**config.mk**
```make
export PLATFORM = sky130hd
export DESIGN_NAME = param_cpu_core
export DESIGN_NICKNAME = d
export VERILOG_FILES = /design/src/rtl/cpu_pkg.sv /design/src/rtl/cpu_regfile.sv /design/src/rtl/param_cpu_core.sv
export SDC_FILE = /design/constraint.sdc
export NUM_CORES = 1
export LEC_CHECK = 0
export ABC_AREA = 1
export BUFFER_PORTS_ARGS = -buffer_cell sky130_fd_sc_hd__buf_2
export CELL_PAD_IN_SITES_DETAIL_PLACEMENT = 1
export CELL_PAD_IN_SITES_GLOBAL_PLACEMENT = 2
export CORE_MARGIN = 3
export CORE_UTILIZATION = 33
export DETAILED_ROUTE_END_ITERATION = 16
export PLACE_DENSITY_LB_ADDON = 0.08
export REMOVE_ABC_BUFFERS = 1
export SYNTH_ARGS = -nofsm -noshare
export SYNTH_HDL_FRONTEND = slang
export SYNTH_SLANG_ARGS = --single-unit
export TNS_END_PERCENT = 10
```
**constraint.sdc**
```tcl
create_clock -name CLK -period 3.54 [get_ports CLK]
set_clock_uncertainty 0.2 [all_clocks]
set_input_delay 0.531 -clock CLK [delete_from_list [all_inputs] [get_ports CLK]]
set_output_delay 0.531 -clock CLK [all_outputs]
set_load 0.05 [all_outputs]
```
**src/rtl/cpu_pkg.sv**
```systemverilog
// Shared definitions for the parametrised CPU core: opcodes, FSM states and
// the sign-extension helper used for jump offsets and effective addresses.
package cpu_pkg;

  localparam logic [1:0] OP_ADD   = 2'b00;
  localparam logic [1:0] OP_LOAD  = 2'b01;
  localparam logic [1:0] OP_STORE = 2'b10;
  localparam logic [1:0] OP_JUMP  = 2'b11;

  typedef enum logic [1:0] {
    ST_IDLE  = 2'd0,
    ST_FETCH = 2'd1,
    ST_EXEC  = 2'd2,
    ST_HALT  = 2'd3
  } state_t;

  // Sign-extend the low w bits of v to 32 bits.
  function automatic logic [31:0] sext(input logic [31:0] v, input int w);
    logic [31:0] r;
    r = v;
    for (int i = 0; i < 32; i++) begin
      if (i >= w) r[i] = v[w-1];
    end
    return r;
  endfunction

endpackage

```
**src/rtl/cpu_regfile.sv**
```systemverilog
// Register file: two asynchronous read ports, one synchronous write port and
// an extra asynchronous debug read port. All registers clear on reset.
module cpu_regfile #(
  parameter  int DATA_W   = 8,
  parameter  int NUM_REGS = 4,
  localparam int AW       = $clog2(NUM_REGS)
) (
  input  logic              clk,
  input  logic              rst_n,
  input  logic [AW-1:0]     i_ra1,
  output logic [DATA_W-1:0] o_rd1,
  input  logic [AW-1:0]     i_ra2,
  output logic [DATA_W-1:0] o_rd2,
  input  logic              i_we,
  input  logic [AW-1:0]     i_wa,
  input  logic [DATA_W-1:0] i_wd,
  input  logic [AW-1:0]     i_dbg_a,
  output logic [DATA_W-1:0] o_dbg_d
);

  logic [DATA_W-1:0] r_regs [NUM_REGS];

  always_ff @(posedge clk or negedge rst_n) begin
    if (!rst_n) begin
      for (int i = 0; i < NUM_REGS; i++) r_regs[i] <= '0;
    end else begin
      for (int i = 0; i < NUM_REGS; i++) begin
        if (i_we && (i_wa == AW'(i))) r_regs[i] <= i_wd;
      end
    end
  end

  assign o_rd1   = r_regs[i_ra1];
  assign o_rd2   = r_regs[i_ra2];
  assign o_dbg_d = r_regs[i_dbg_a];

endmodule

```
**src/rtl/param_cpu_core.sv**
```systemverilog
// Parametrised multi-cycle CPU core: IDLE/FETCH/EXEC/HALT sequencing with a
// fetch handshake, run/step control, retire counter and a debug read port.
module param_cpu_core
  import cpu_pkg::*;
#(
  parameter  int DATA_W     = 8,
  parameter  int NUM_REGS   = 4,
  parameter  int PC_W       = 8,
  parameter  int DMEM_DEPTH = 32,
  parameter  int CNT_W      = 16,
  localparam int REG_AW     = $clog2(NUM_REGS),
  localparam int DA_W       = $clog2(DMEM_DEPTH),
  localparam int INSTR_W    = 2 + 3 * REG_AW,
  localparam int DBG_W      = (DATA_W > PC_W) ? ((DATA_W > CNT_W) ? DATA_W : CNT_W)
                                              : ((PC_W > CNT_W) ? PC_W : CNT_W)
) (
  input  logic               CLK,
  input  logic               reset,
  input  logic               run,
  input  logic               step,
  output logic [PC_W-1:0]    imem_addr,
  output logic               imem_req,
  input  logic [INSTR_W-1:0] imem_data,
  input  logic               imem_valid,
  input  logic [1:0]         dbg_sel,
  input  logic [DA_W-1:0]    dbg_idx,
  output logic [DBG_W-1:0]   dbg_data,
  output logic               running,
  output logic               halted,
  output logic               retire
);

  state_t               r_state, w_state_next;
  logic [PC_W-1:0]      r_pc, w_pc_next;
  logic                 r_one_shot, w_one_shot_next;
  logic [INSTR_W-1:0]   r_ir;
  logic [CNT_W-1:0]     r_count;
  logic [DATA_W-1:0]    r_dmem [DMEM_DEPTH];

  logic [1:0]           w_op;
  logic [REG_AW-1:0]    w_rs, w_rt, w_f;
  logic [3*REG_AW-1:0]  w_jofs;
  logic [PC_W-1:0]      w_jofs_ext;
  logic                 w_jump_zero;
  logic [DA_W-1:0]      w_ea;
  logic [DATA_W-1:0]    w_rd1, w_rd2, w_rf_dbg;
  logic                 w_exec;
  logic                 w_rf_we;
  logic [REG_AW-1:0]    w_rf_wa;
  logic [DATA_W-1:0]    w_rf_wd;

  assign w_op   = r_ir[INSTR_W-1 -: 2];
  assign w_rs   = r_ir[3*REG_AW-1 -: REG_AW];
  assign w_rt   = r_ir[2*REG_AW-1 -: REG_AW];
  assign w_f    = r_ir[REG_AW-1:0];
  assign w_jofs = r_ir[3*REG_AW-1:0];

  assign w_jofs_ext  = PC_W'(sext(32'(w_jofs), 3 * REG_AW));
  assign w_jump_zero = (w_jofs == '0);
  assign w_ea        = DA_W'(32'(w_rd1) + sext(32'(w_f), REG_AW));
  assign w_exec      = (r_state == ST_EXEC);

  assign w_rf_we = w_exec && ((w_op == OP_ADD) || (w_op == OP_LOAD));
  assign w_rf_wa = (w_op == OP_ADD) ? w_f : w_rt;
  assign w_rf_wd = (w_op == OP_ADD) ? (w_rd1 + w_rd2) : r_dmem[w_ea];

  cpu_regfile #(
    .DATA_W   (DATA_W),
    .NUM_REGS (NUM_REGS)
  ) u_regfile (
    .clk     (CLK),
    .rst_n   (reset),
    .i_ra1   (w_rs),
    .o_rd1   (w_rd1),
    .i_ra2   (w_rt),
    .o_rd2   (w_rd2),
    .i_we    (w_rf_we),
    .i_wa    (w_rf_wa),
    .i_wd    (w_rf_wd),
    .i_dbg_a (dbg_idx[REG_AW-1:0]),
    .o_dbg_d (w_rf_dbg)
  );

  always_ff @(posedge CLK or negedge reset) begin
    if (!reset) begin
      r_state    <= ST_IDLE;
      r_pc       <= '0;
      r_one_shot <= 1'b0;
    end else begin
      r_state    <= w_state_next;
      r_pc       <= w_pc_next;
      r_one_shot <= w_one_shot_next;
    end
  end

  always_comb begin
    w_state_next    = r_state;
    w_pc_next       = r_pc;
    w_one_shot_next = r_one_shot;
    case (r_state)
      ST_IDLE: begin
        if (run || step) w_state_next = ST_FETCH;
        if (step) w_one_shot_next = 1'b1;
      end
      ST_FETCH: begin
        if (imem_valid) w_state_next = ST_EXEC;
      end
      ST_EXEC: begin
        // A zero-offset jump is the halt idiom; the PC stays on the jump itself.
        if ((w_op == OP_JUMP) && w_jump_zero) begin
          w_state_next    = ST_HALT;
          w_one_shot_next = 1'b0;
        end else begin
          w_pc_next = (w_op == OP_JUMP) ? (r_pc + PC_W'(1) + w_jofs_ext) : (r_pc + PC_W'(1));
          if (r_one_shot || !run) begin
            w_state_next    = ST_IDLE;
            w_one_shot_next = 1'b0;
          end else begin
            w_state_next = ST_FETCH;
          end
        end
      end
      default: ;
    endcase
  end

  always_ff @(posedge CLK or negedge reset) begin
    if (!reset) begin
      r_ir    <= '0;
      r_count <= '0;
    end else begin
      if ((r_state == ST_FETCH) && imem_valid) r_ir <= imem_data;
      if (w_exec) r_count <= r_count + CNT_W'(1);
    end
  end

  // Data memory comes out of reset holding its own index, so it cannot map to block RAM.
  always_ff @(posedge CLK or negedge reset) begin
    if (!reset) begin
      for (int i = 0; i < DMEM_DEPTH; i++) r_dmem[i] <= DATA_W'(i);
    end else if (w_exec && (w_op == OP_STORE)) begin
      r_dmem[w_ea] <= w_rd2;
    end
  end

  always_comb begin
    dbg_data = '0;
    case (dbg_sel)
      2'd0:    dbg_data = DBG_W'(r_pc);
      2'd1:    dbg_data = DBG_W'(w_rf_dbg);
      2'd2:    dbg_data = DBG_W'(r_dmem[dbg_idx]);
      default: dbg_data = DBG_W'(r_count);
    endcase
  end

  assign imem_addr = r_pc;
  assign imem_req  = (r_state == ST_FETCH);
  assign running   = (r_state == ST_FETCH) || (r_state == ST_EXEC);
  assign halted    = (r_state == ST_HALT);
  assign retire    = w_exec;

endmodule

```
Word level (Yosys, flattened, before mapping)

Cells that the tools add are included.

Register bits after elaboration: 323
Bits in latches: 0
Bits in writable memories: 0
Bits in read-only memories: 0
Input port bits: 20
Output and inout port bits: 28
Word-level logic and storage cells: 128
Memories kept: 0

Add/subtract/negate cells: 5
Multipliers: 0
Divide/modulo/power cells: 0
$lt $le $gt $ge: 6
Equality and inequality tests: 15
Shift-type cells: 0
Muxes and demuxes: 31
Bitwise logic cells: 6
Reduce and logical (&&, ||, !) cells: 24

Operator list:

| cell                    | count |
|---|---|
| $bwmux W256             | 1 |
| $mux W8                 | 13 |
| $bmux W8 S5             | 2 |
| $bmux W8 S2             | 3 |
| $pmux W16 S3            | 1 |
| $demux W8 S5            | 1 |
| $add A16 B1 Y16 const B | 1 |
| $add A8 B8 Y8           | 2 |
| $eq A2 B2 Y1 const B    | 7 |
| $ge A6 B6 Y1 const B    | 2 |
| $not A5 Y6              | 2 |
| $ge A3 B3 Y1 const B    | 3 |
| $logic_and A1 B1 Y1     | 9 |
| $not A2 Y3              | 3 |
| $add A8 B1 Y8 const B   | 1 |
| $eq A2 B1 Y1 const B    | 4 |
| $logic_not A2 Y1        | 4 |
| $mux W2                 | 4 |
| $logic_not A6 Y1        | 1 |
| $lt A6 B1 Y1 const B    | 1 |
| $pmux W2 S3             | 1 |
| $reduce_and A3 Y1       | 2 |
| $add A5 B2 Y5           | 1 |
| $logic_or A1 B1 Y1      | 4 |
| 10 further kinds        | 14 |

Depth between registers and ports, before layout

Gate-level depths: netlist of the first run.

Depth in word-level cells: 11
Mapped depth: 21
Gate-level depth less buffers: 17

By module

A second synthesis of the first run with hierarchy kept.

Cells, all modules: 3186
Area total of the unflattened synthesis: 20509.7 um^2

By module, submodules not included:

| module         | times used | cells an instance | area an instance (um^2) | seq. area each (um^2) |
|---|---|---|---|---|
| param_cpu_core | 1          | 2827              | 18193.7                 | 7382.1 |
| cpu_regfile    | 1          | 359               | 2316.0                  | 800.8 |

Worst setup path before layout of the first run

No wires, ideal clock.

Path type: register to register
From: register r_ir[4]
To: register r_dmem[30] (netlist bit)
Library setup time: 0.131 ns
Arrival time: 2.977 ns
Data required time: 3.209 ns
Slack: 0.231 ns
Cell stages (with the launch flop): 15
Path buffers: 4
Period minus slack after synthesis: 3.309 ns
Path through: dfrtp_1 -> buf_4 -> clkbuf_1 -> o21ai_0 -> o22ai_1 -> ha_1 -> fa_1 -> buf_2 -> inv_2 -> nand2_1 -> nor2_2 -> nand2_1 -> clkbuf_1 -> nand2_1 -> o21ai_1

Cells in the longest elaborated chain, start to end: 11
Elaborated cells between the ends (all ways): 12
Classes of those cells: add/sub (1); order compare (2); mux (6); bitwise (2); reduce/logical (1)

RTL lines:

| what                                                               | RTL line              | text |
|---|---|---|
| start, declared                                                    | param_cpu_core.sv:36  | `logic [INSTR_W-1:0] r_ir;` |
| start signal, assigned                                             | param_cpu_core.sv:132 | `if ((r_state == ST_FETCH) && imem_valid) r_ir <= imem_data;` |
| $not A2 Y3 (implied by the code) *                                 | cpu_regfile.sv:33     | `assign o_rd1 = r_regs[i_ra1];` |
| $bmux W8 S2 *                                                      | cpu_regfile.sv:33     |  |
| $mux W8 (implied by the code) * (2 in series)                      | cpu_regfile.sv:33     |  |
| $add A5 B2 Y5 *                                                    | param_cpu_core.sv:60  | `assign w_ea = DA_W'(32'(w_rd1) + sext(32'(w_f), REG_AW));` |
| $not A5 Y6 (implied by the code) *                                 | param_cpu_core.sv:142 | `r_dmem[w_ea] <= w_rd2;` |
| $ge A6 B6 Y1 (implied by the code) or $lt A6 B1 Y1 (tied branches) | param_cpu_core.sv:142 |  |
| $logic_and A1 B1 Y1 (implied by the code)                          | param_cpu_core.sv:142 |  |
| $mux W8 (implied by the code)                                      | param_cpu_core.sv:142 |  |
| $demux W8 S5 *                                                     | param_cpu_core.sv:142 |  |
| $bwmux W256 *                                                      | param_cpu_core.sv:142 |  |
| end signal, assigned by index                                      | param_cpu_core.sv:142 |  |
| end, declared                                                      | param_cpu_core.sv:38  | `logic [DATA_W-1:0] r_dmem [DMEM_DEPTH];` |

Every way passes the cells marked *; elsewhere a longest branch is shown, timed or not. The select of a mux whose other input is x is not followed.
A chain may end at the register's enable or synchronous reset.

Final worst setup path of the first run

From: input port dbg_idx[0]
To: output port dbg_data[6]

Cells in the longest elaborated chain, start to end: 5
Elaborated cells between the ends (all ways): 9
Classes of those cells: mux (7); bitwise (2)

RTL lines:

| what                                                           | RTL line                                 | text |
|---|---|---|
| start, declared                                                | param_cpu_core.sv:26                     | `input logic [DA_W-1:0] dbg_idx,` |
| $not A5 Y6 (implied by the code) or $not A2 Y3 (tied branches) | param_cpu_core.sv:151, cpu_regfile.sv:35 |  |
| $bmux W8 S5 or $bmux W8 S2 (tied branches)                     | param_cpu_core.sv:151, cpu_regfile.sv:35 |  |
| $mux W8, on equally long branches (2 in series)                | param_cpu_core.sv:151, cpu_regfile.sv:35 |  |
| $pmux W16 S3 *                                                 | param_cpu_core.sv:148                    | `case (dbg_sel)` |
| end, declared                                                  | param_cpu_core.sv:27                     | `output logic [DBG_W-1:0] dbg_data,` |

Marked as above.

==> impl_metrics.env, run 1 <==
export IMPL_rows=88
export IMPL_startpoint_type="input pin"
export IMPL_fp_coreArea_mm2=0.05814
export IMPL_combinationalPowerShare_pct=61.0
export IMPL_hold_depth=3
export IMPL_ioPinCount=48
export IMPL_portBuffers=47
export IMPL_layout_common_cells="nand2_1, nand3_1, dfrtp_1, o21ai_0, inv_1"
export IMPL_vias_per_cell=5.291
export IMPL_wirelength_um=86720
export IMPL_synth_cells=2896
export IMPL_netlist_area_mm2=0.01957
export IMPL_cts_tree="done"
export IMPL_vias=19954
export IMPL_fin_nets=3022
export IMPL_dp_hpwl_um=61000
export IMPL_drc=0
export IMPL_crit_family="buffers and inverters"
export IMPL_clk_latency_ns=0.59
export IMPL_r2r_end="u_regfile.r_regs[0]"
export IMPL_synth_top_family_by_area="simple AND/OR/NAND/NOR gates"
export IMPL_die_area_mm2=0.06226
export IMPL_final_common_cell="nand2_1"
export IMPL_power_density_mw_per_mm2=1082
export IMPL_layout_min_cycle_time_ns=3.495
export IMPL_place_gp_congestion=0.9485
export IMPL_wl_per_cell_um=23.00
export IMPL_ys_seq_area_share_pct=41.82
export IMPL_p_sw_w=0.01335
export IMPL_cp_buffers_inverters=5
export IMPL_grt_ovfl_total=0
export IMPL_grt_start_max_net_pins=80
export IMPL_crit_slowest_cell="buf_6"
export IMPL_finalCritPeriodShare_pct=98.73
export IMPL_critical_path_depth=13
export IMPL_die_h_um=249.5
export IMPL_rsz0062_at_grt="true"
export IMPL_drive_gt1_share_pct=14.54
export IMPL_cts_sink_count=323
export IMPL_ys_ff_latch=323
export IMPL_yosys_warnings=0
export IMPL_holdPathEnd="r_ir[1]"
export IMPL_critPathRequiredTime_ns=2.81
export IMPL_worst_pin_slew_ns=0.7906
export IMPL_area_growth_pct=19.81
export IMPL_path_class="input pin to output port"
export IMPL_slew_headroom_pct=47.24
export IMPL_p_leak_nw=10.90
export IMPL_cp_arrival_ns=2.76
export IMPL_avgSynthCellArea_um2=6.757
export IMPL_fin_tns_setup_ns=0
export IMPL_start_util_pct=33.66
export IMPL_cp_slowest_stage_delay_ns=0.31
export IMPL_drtIter0Drc=1415
export IMPL_reg2reg_depth=18
export IMPL_pwr_share_clk_pct=18.7
export IMPL_hold_viol=0
export IMPL_cts_max_level=2
export IMPL_ff2ff_setup_slack_ns=0.12
export IMPL_endpoint_kind="output port"
export IMPL_postLayoutCoreUtil_pct=40.33
export IMPL_max_freq_mhz=286.1
export IMPL_cts_made_buffers=42
export IMPL_path_cells="buf_6 -> inv_4 -> buf_12 -> buf_4 -> nand2_1 -> nand3_1 -> nand3_1 -> nand2_1 -> a21oi_1 -> nand2_1 -> nand3_1 -> nand4_1 -> buf_2"
export IMPL_hold_path_startpoint="imem_data[1]"
export IMPL_outcome="finished clean"
export IMPL_antenna_found_initial=1
export IMPL_switching_share_pct=52.62
export IMPL_max_cap_viol_count=0
export IMPL_clock_path_buffers=3
export IMPL_clk_pin_slew_worst_paths_ns=0.06
export IMPL_async_reset_ff_share_pct=100.0
export IMPL_grt_pass1_wl_um=132500
export IMPL_power_frac_seq_pct=20.3
export IMPL_final_antenna_net_count=0
export IMPL_synth_edff_count=0
export IMPL_firstDrtPassIters=5
export IMPL_final_max_slew_viol_count=0
export IMPL_die_x_um=249.5
export IMPL_synth_fa_ha_area_share_pct=1.905
export IMPL_synth_area_mux_share_pct=0.1151
export IMPL_synth_xor_area_share_pct=0.8504
export IMPL_ys_types=39
export IMPL_critPathMaxFanout=41
export IMPL_globalRouteTotalUtil_pct=27.67
export IMPL_p_int_w=0.01202
export IMPL_grt_pass1_vias=20608
export IMPL_reg2reg_from="r_ir[4]"
export IMPL_synth_compound_area_share_pct=12.10
export IMPL_worst_ir_drop_vdd_uv=672.1
export IMPL_ys_flop_type="dfrtp_1"
export IMPL_setup_viol=0
export IMPL_synth_simple_area_share_pct=36.14
export IMPL_cts_root_buffer_cell="clkbuf_16"
export IMPL_hold_class="input pin to flop"
export IMPL_insertedDiodeCount=0
[cells by family after synthesis]
kind of cell,after synthesis
buffers and inverters,339
DFF,323
xor gates and xnor gates,19
and+or+nand+nor,1732
AOI/OAI and AO/OA,453
adders and majority gates,28
muxes,2
[routing by layer]
metal  share of wire [%]  global-route usage, %  routed length, um  vias to the layer above
met2                  48                  46.48              41400                      375
met1                  45                  37.04              39190                     9988
li1                    -                      -                  -                     9458
met3                 3.5                  3.137               3044                      133
met4                 3.6                  9.516               3089                        0
met5                   0                      0                  0                        -
[sequential cells by signal (all words and copies together) (netlist names)]
register	cells
u_regfile.r_regs	32
r_count	16
r_state	2
r_ir	8
imem_addr	8
r_one_shot	1
r_dmem	256
[final cells by class]
cell class / instances / area, um2
clock inverter: 10 / 205.2
clock buffer: 66 / 1305
multi-input combinational: 2234 / 10170
tap: 765 / 957.2
fill: 7310 / 34690
sequential: 323 / 8185
timing repair buffer: 210 / 2011
inverter: 163 / 616.8
[synthesized netlist by cell type, types with 6 or more instances]
cell      instances  share of area, %
nand2_1        1215                23
nand3_1         315               8.1
dfrtp_1         243                31
o21ai_0         201               5.1
nor2_1          156               3.0
inv_1           153               2.9
o21ai_1         135               3.5
clkbuf_1        110               2.1
dfstp_2          80                11
a21oi_1          77               2.0
buf_2            29              0.74
buf_1            26              0.50
ha_1             25               1.6
xor2_1           16              0.72
o22ai_1          11              0.35
nand4_1          10              0.32
nor2_2           10              0.32
buf_6             9              0.52
inv_2             8              0.15
nand2_4           8              0.46
o21ai_2           8              0.36
a32oi_1           7              0.31
nand2_2           6              0.19
[through the flow]
step / setup WS, ns / total power (W) / hold WS, ns / std cells / area, um2
after floorplan: -2.208 / 0.01192 / 0.03541 / 2720 / 18800
after global placement: -0.1835 / 0.01986 / 0.2601 / 3689 / 21700
after detailed placement: -0.2616 / 0.02012 / 0.2661 / 3689 / 21700
after CTS: 0.006319 / 0.02508 / 0.001480 / 3769 / 23300
after global routing: -0.04940 / 0.02691 / 0.01837 / 3771 / 23450
final: 0.04508 / 0.02538 / 0.01871 / 3771 / 23450
[worst register-to-register path: stages (launching register included)]
cell and delay (ns):
dfrtp_2 0.45, buf_6 0.16, a21oi_1 0.15, o21ai_1 0.08
nand2_1 0.11, fa_4 0.69, buf_6 0.16, buf_4 0.16
buf_12 0.16, nand3_1 0.07, nand2_1 0.10, nor2_4 0.19
nand2_1 0.07, nand3_1 0.08, nand3_1 0.12, nand3_1 0.14
nand2_2 0.09, nand2_1 0.08, nand2_1 0.05
[power groups by stage]
stage	sequential, W	clock, W	combinational, W
detailed placement	0.00519	0	0.0149
global route	0.00525	0.00501	0.0167
global placement	0.00517	0	0.0147
finish	0.00516	0.00473	0.0155
floorplan	0.00510	0	0.00682
CTS	0.00514	0.00484	0.0151
[worst max-delay path by stage]
stage | end | startpoint | slack, ns
after floorplan | r_dmem[91] | r_ir[4] | -2.21
after global placement | u_regfile.r_regs[8] | r_ir[4] | -0.18
after detailed placement | u_regfile.r_regs[17] | r_ir[4] | -0.26
after CTS | u_regfile.r_regs[17] | r_ir[4] | 0.006
after global routing | u_regfile.r_regs[27] | r_ir[4] | -0.05
final | dbg_data[6] | dbg_idx[0] | 0.05
[timing repair]
item / in CTS / in global routing
cloned: 0 / 0
resized for setup: 18 / 39
endpoints found under the hold margin: 62 / 0
hold buffers: 3 / 0
setup endpoints to repair: 44 / 266
buffers inserted: 1 / 2
pin swaps: 3 / 6
(Power assumes the default switching activity.)
==> run 2, diff against run 1 <==
CORE_UTILIZATION = 32   (was 33)
REMOVE_ABC_BUFFERS = default   (was 1)
SYNTH_HIERARCHICAL = 1   (was default)
==> impl_metrics.env, run 2 <==
export IMPL_reg2reg_depth=22
export IMPL_critPathMaxFanout=20
export IMPL_clk_pin_slew_worst_paths_ns=0.06
export IMPL_syn_nets=3234
export IMPL_postLayoutCoreUtil_pct=38.39
export IMPL_synth_commonest_cells="nand2_1, nand3_1, dfrtp_1, inv_1, o21ai_0"
export IMPL_netlist_area_mm2=0.02051
export IMPL_p_leak_nw=12.19
export IMPL_layout_common_cells="nand2_1, nand3_1, dfrtp_1, inv_1, o21ai_0"
export IMPL_ioPinCount=48
export IMPL_design_area_mm2=0.02426
export IMPL_endpoint_kind="output port"
export IMPL_cts_max_level=2
export IMPL_final_common_cell="nand2_1"
export IMPL_outcome="finished clean"
export IMPL_whs_ns=0.1794
export IMPL_portBuffers=47
export IMPL_largest_reg_flops=256
export IMPL_antenna_found_initial=2
export IMPL_synth_cells=3186
export IMPL_die_x_um=259.2
export IMPL_yosysTopAreaCell="nand2_1"
export IMPL_vias=21148
export IMPL_drtIter0Drc=1491
export IMPL_async_reset_ff_share_pct=100.0
export IMPL_max_freq_mhz=289.6
export IMPL_finalCritPeriodShare_pct=97.55
export IMPL_regMostFlops="r_dmem"
export IMPL_path_class="input pin to output port"
export IMPL_clock_path_buffers=3
export IMPL_cts_tree="done"
export IMPL_synth_top_area_share_pct=33.00
export IMPL_slew_headroom_pct=20.72
export IMPL_rsz0062_at_grt="true"
export IMPL_ys_flop_type="dfrtp_1"
export IMPL_worst_ir_drop_vdd_uv=737.1
export IMPL_die_area_mm2=0.06717
export IMPL_switching_share_pct=52.46
export IMPL_fp_coreArea_mm2=0.06320
export IMPL_fillCellCount=8067
export IMPL_reg2reg_from="r_ir[4]"
export IMPL_die_h_um=259.2
export IMPL_setup_viol=0
export IMPL_cts_made_buffers=44
export IMPL_p_int_w=0.01163
export IMPL_dpl_cell_count=4033
export IMPL_hold_path_startpoint="step"
export IMPL_rows=92
export IMPL_ys_ff_latch=323
export IMPL_max_cap_viol_count=0
export IMPL_seq_area_mm2=0.008184
export IMPL_grt_pass1_wl_um=137800
export IMPL_area_growth_pct=18.29
export IMPL_synth_edff_count=0
export IMPL_r2r_end="u_regfile/r_regs[9]"
export IMPL_clk_latency_ns=0.60
export IMPL_power_frac_seq_pct=21.9
export IMPL_grt_pass1_vias=21724
export IMPL_place_gp_congestion=0.8601
export IMPL_postPlaceCellArea_mm2=0.02231
export IMPL_yosys_warnings=6
export IMPL_wl_per_cell_um=21.75
export IMPL_dp_hpwl_um=62440
export IMPL_layout_min_cycle_time_ns=3.453
export IMPL_multi_input_area_mm2=0.01101
export IMPL_start_util_pct=32.45
export IMPL_hold_viol=0
export IMPL_reg_largest_list="r_dmem: 256 flops, u_regfile/r_regs: 32 flops, r_count: 16 flops"
export IMPL_critPathRequiredTime_ns=2.81
export IMPL_hold_depth=5
export IMPL_hold_class="input pin to flop"
export IMPL_ff2ff_setup_slack_ns=0.10
export IMPL_ys_seq_area_share_pct=39.90
export IMPL_firstDrtPassIters=5
export IMPL_wirelength_um=89920
export IMPL_holdPathEnd="r_one_shot"
export IMPL_fin_nets=3298
export IMPL_worst_pin_slew_ns=1.188
export IMPL_total_power_w=0.02447
export IMPL_avgSynthCellArea_um2=6.437
export IMPL_pwr_share_clk_pct=20.4
export IMPL_synth_most_common_cell="nand2_1"
export IMPL_startpoint_type="input pin"
export IMPL_vias_per_cell=5.116
export IMPL_ys_top_cells_by_area="nand2_1, dfrtp_1, dfstp_2, nand3_1, o21ai_0"
export IMPL_p_sw_w=0.01284
export IMPL_stdcell_count=4134
export IMPL_power_density_mw_per_mm2=1009
export IMPL_final_max_slew_viol_count=0
export IMPL_cts_root_buffer_cell="clkbuf_16"
export IMPL_grt_ovfl_total=0
export IMPL_combinationalPowerShare_pct=57.7
export IMPL_drive_gt1_share_pct=13.66
export IMPL_globalRouteTotalUtil_pct=26.94
export IMPL_cts_sink_count=323
export IMPL_grt_start_max_net_pins=84
export IMPL_drc=0
export IMPL_cp_arrival_ns=2.72
export IMPL_final_antenna_net_count=0
export IMPL_ys_types=43
## run 2: layer usage
layer	up-vias	global-route usage (%)	routed length [um]
li1	10043	-	-
met1	10496	39.66	43800
met2	475	41.50	39560
met3	134	3.278	4022
met4	0	7.459	2536
met5	-	0	0
## run 2: kinds of logic after synthesis
family,share of synthesized area (%)
DFF,39.90
AOI/OAI and AO/OA,5.582
and+or+nand+nor,44.17
adders and majority gates,1.818
buffers and inverters,7.229
xor gates and xnor gates,1.025
muxes,0.2745
## run 2: critical path, cell delays in order
cell	delay, ns
buf_2	0.12
inv_1	0.85
nand2_1	0.27
nand3_1	0.16
nand3_1	0.17
nand3_1	0.27
a21oi_1	0.11
buf_2	0.22
## run 2: power by group through the flow
| stage | clock network (W) | logic (W) | registers [W] |
|---|---|---|---|
| after floorplan | 0 | 0.00765 | 0.00530 |
| after global placement | 0 | 0.0133 | 0.00538 |
| after detailed placement | 0 | 0.0135 | 0.00540 |
| after CTS | 0.00512 | 0.0137 | 0.00535 |
| after global routing | 0.00527 | 0.0152 | 0.00548 |
| final | 0.00498 | 0.0141 | 0.00536 |
## run 2: worst max path at each step
stage	slack, ns	end	cells after the start	start
after detailed placement	-0.004	u_regfile/r_regs[7]	21	r_ir[4]
after global placement	0.08	u_regfile/r_regs[6]	21	r_ir[4]
after CTS	-0.0005	u_regfile/r_regs[5]	19	r_ir[5]
final	0.09	dbg_data[2]	8	dbg_idx[2]
after floorplan	0.22	u_regfile/r_regs[2]	24	r_ir[4]
after global routing	-0.13	u_regfile/r_regs[9]	22	r_ir[4]
## run 2: what timing repair did
action / 4_1_cts / 5_1_grt
hold endpoints to repair: 45 / 0
cloned: 1 / 1
buffers inserted: 0 / 7
endpoints found under the setup margin: 10 / 224
pin swaps: 0 / 9
resized for setup: 3 / 43
hold buffers: 9 / 0
## run 2: cell type report
cell class	count	share of cell area, %
diodes	2	0.02063
inverters	205	3.192
clock buffers	65	5.493
well taps	846	4.363
flip-flops and latches	323	33.73
clock inverters	17	1.150
multi-input cells	2498	45.37
repair buffers	178	6.674
## run 2: per-stage QoR
| stage | TNS, ns | setup slack [ns] |
|---|---|---|
| final | 0 | 0.08656 |
| after global routing | -2.069 | -0.1284 |
| after CTS | -0.0004983 | -0.0004983 |
| after detailed placement | -0.004234 | -0.004234 |
| after global placement | 0 | 0.07576 |
| after floorplan | 0 | 0.2151 |
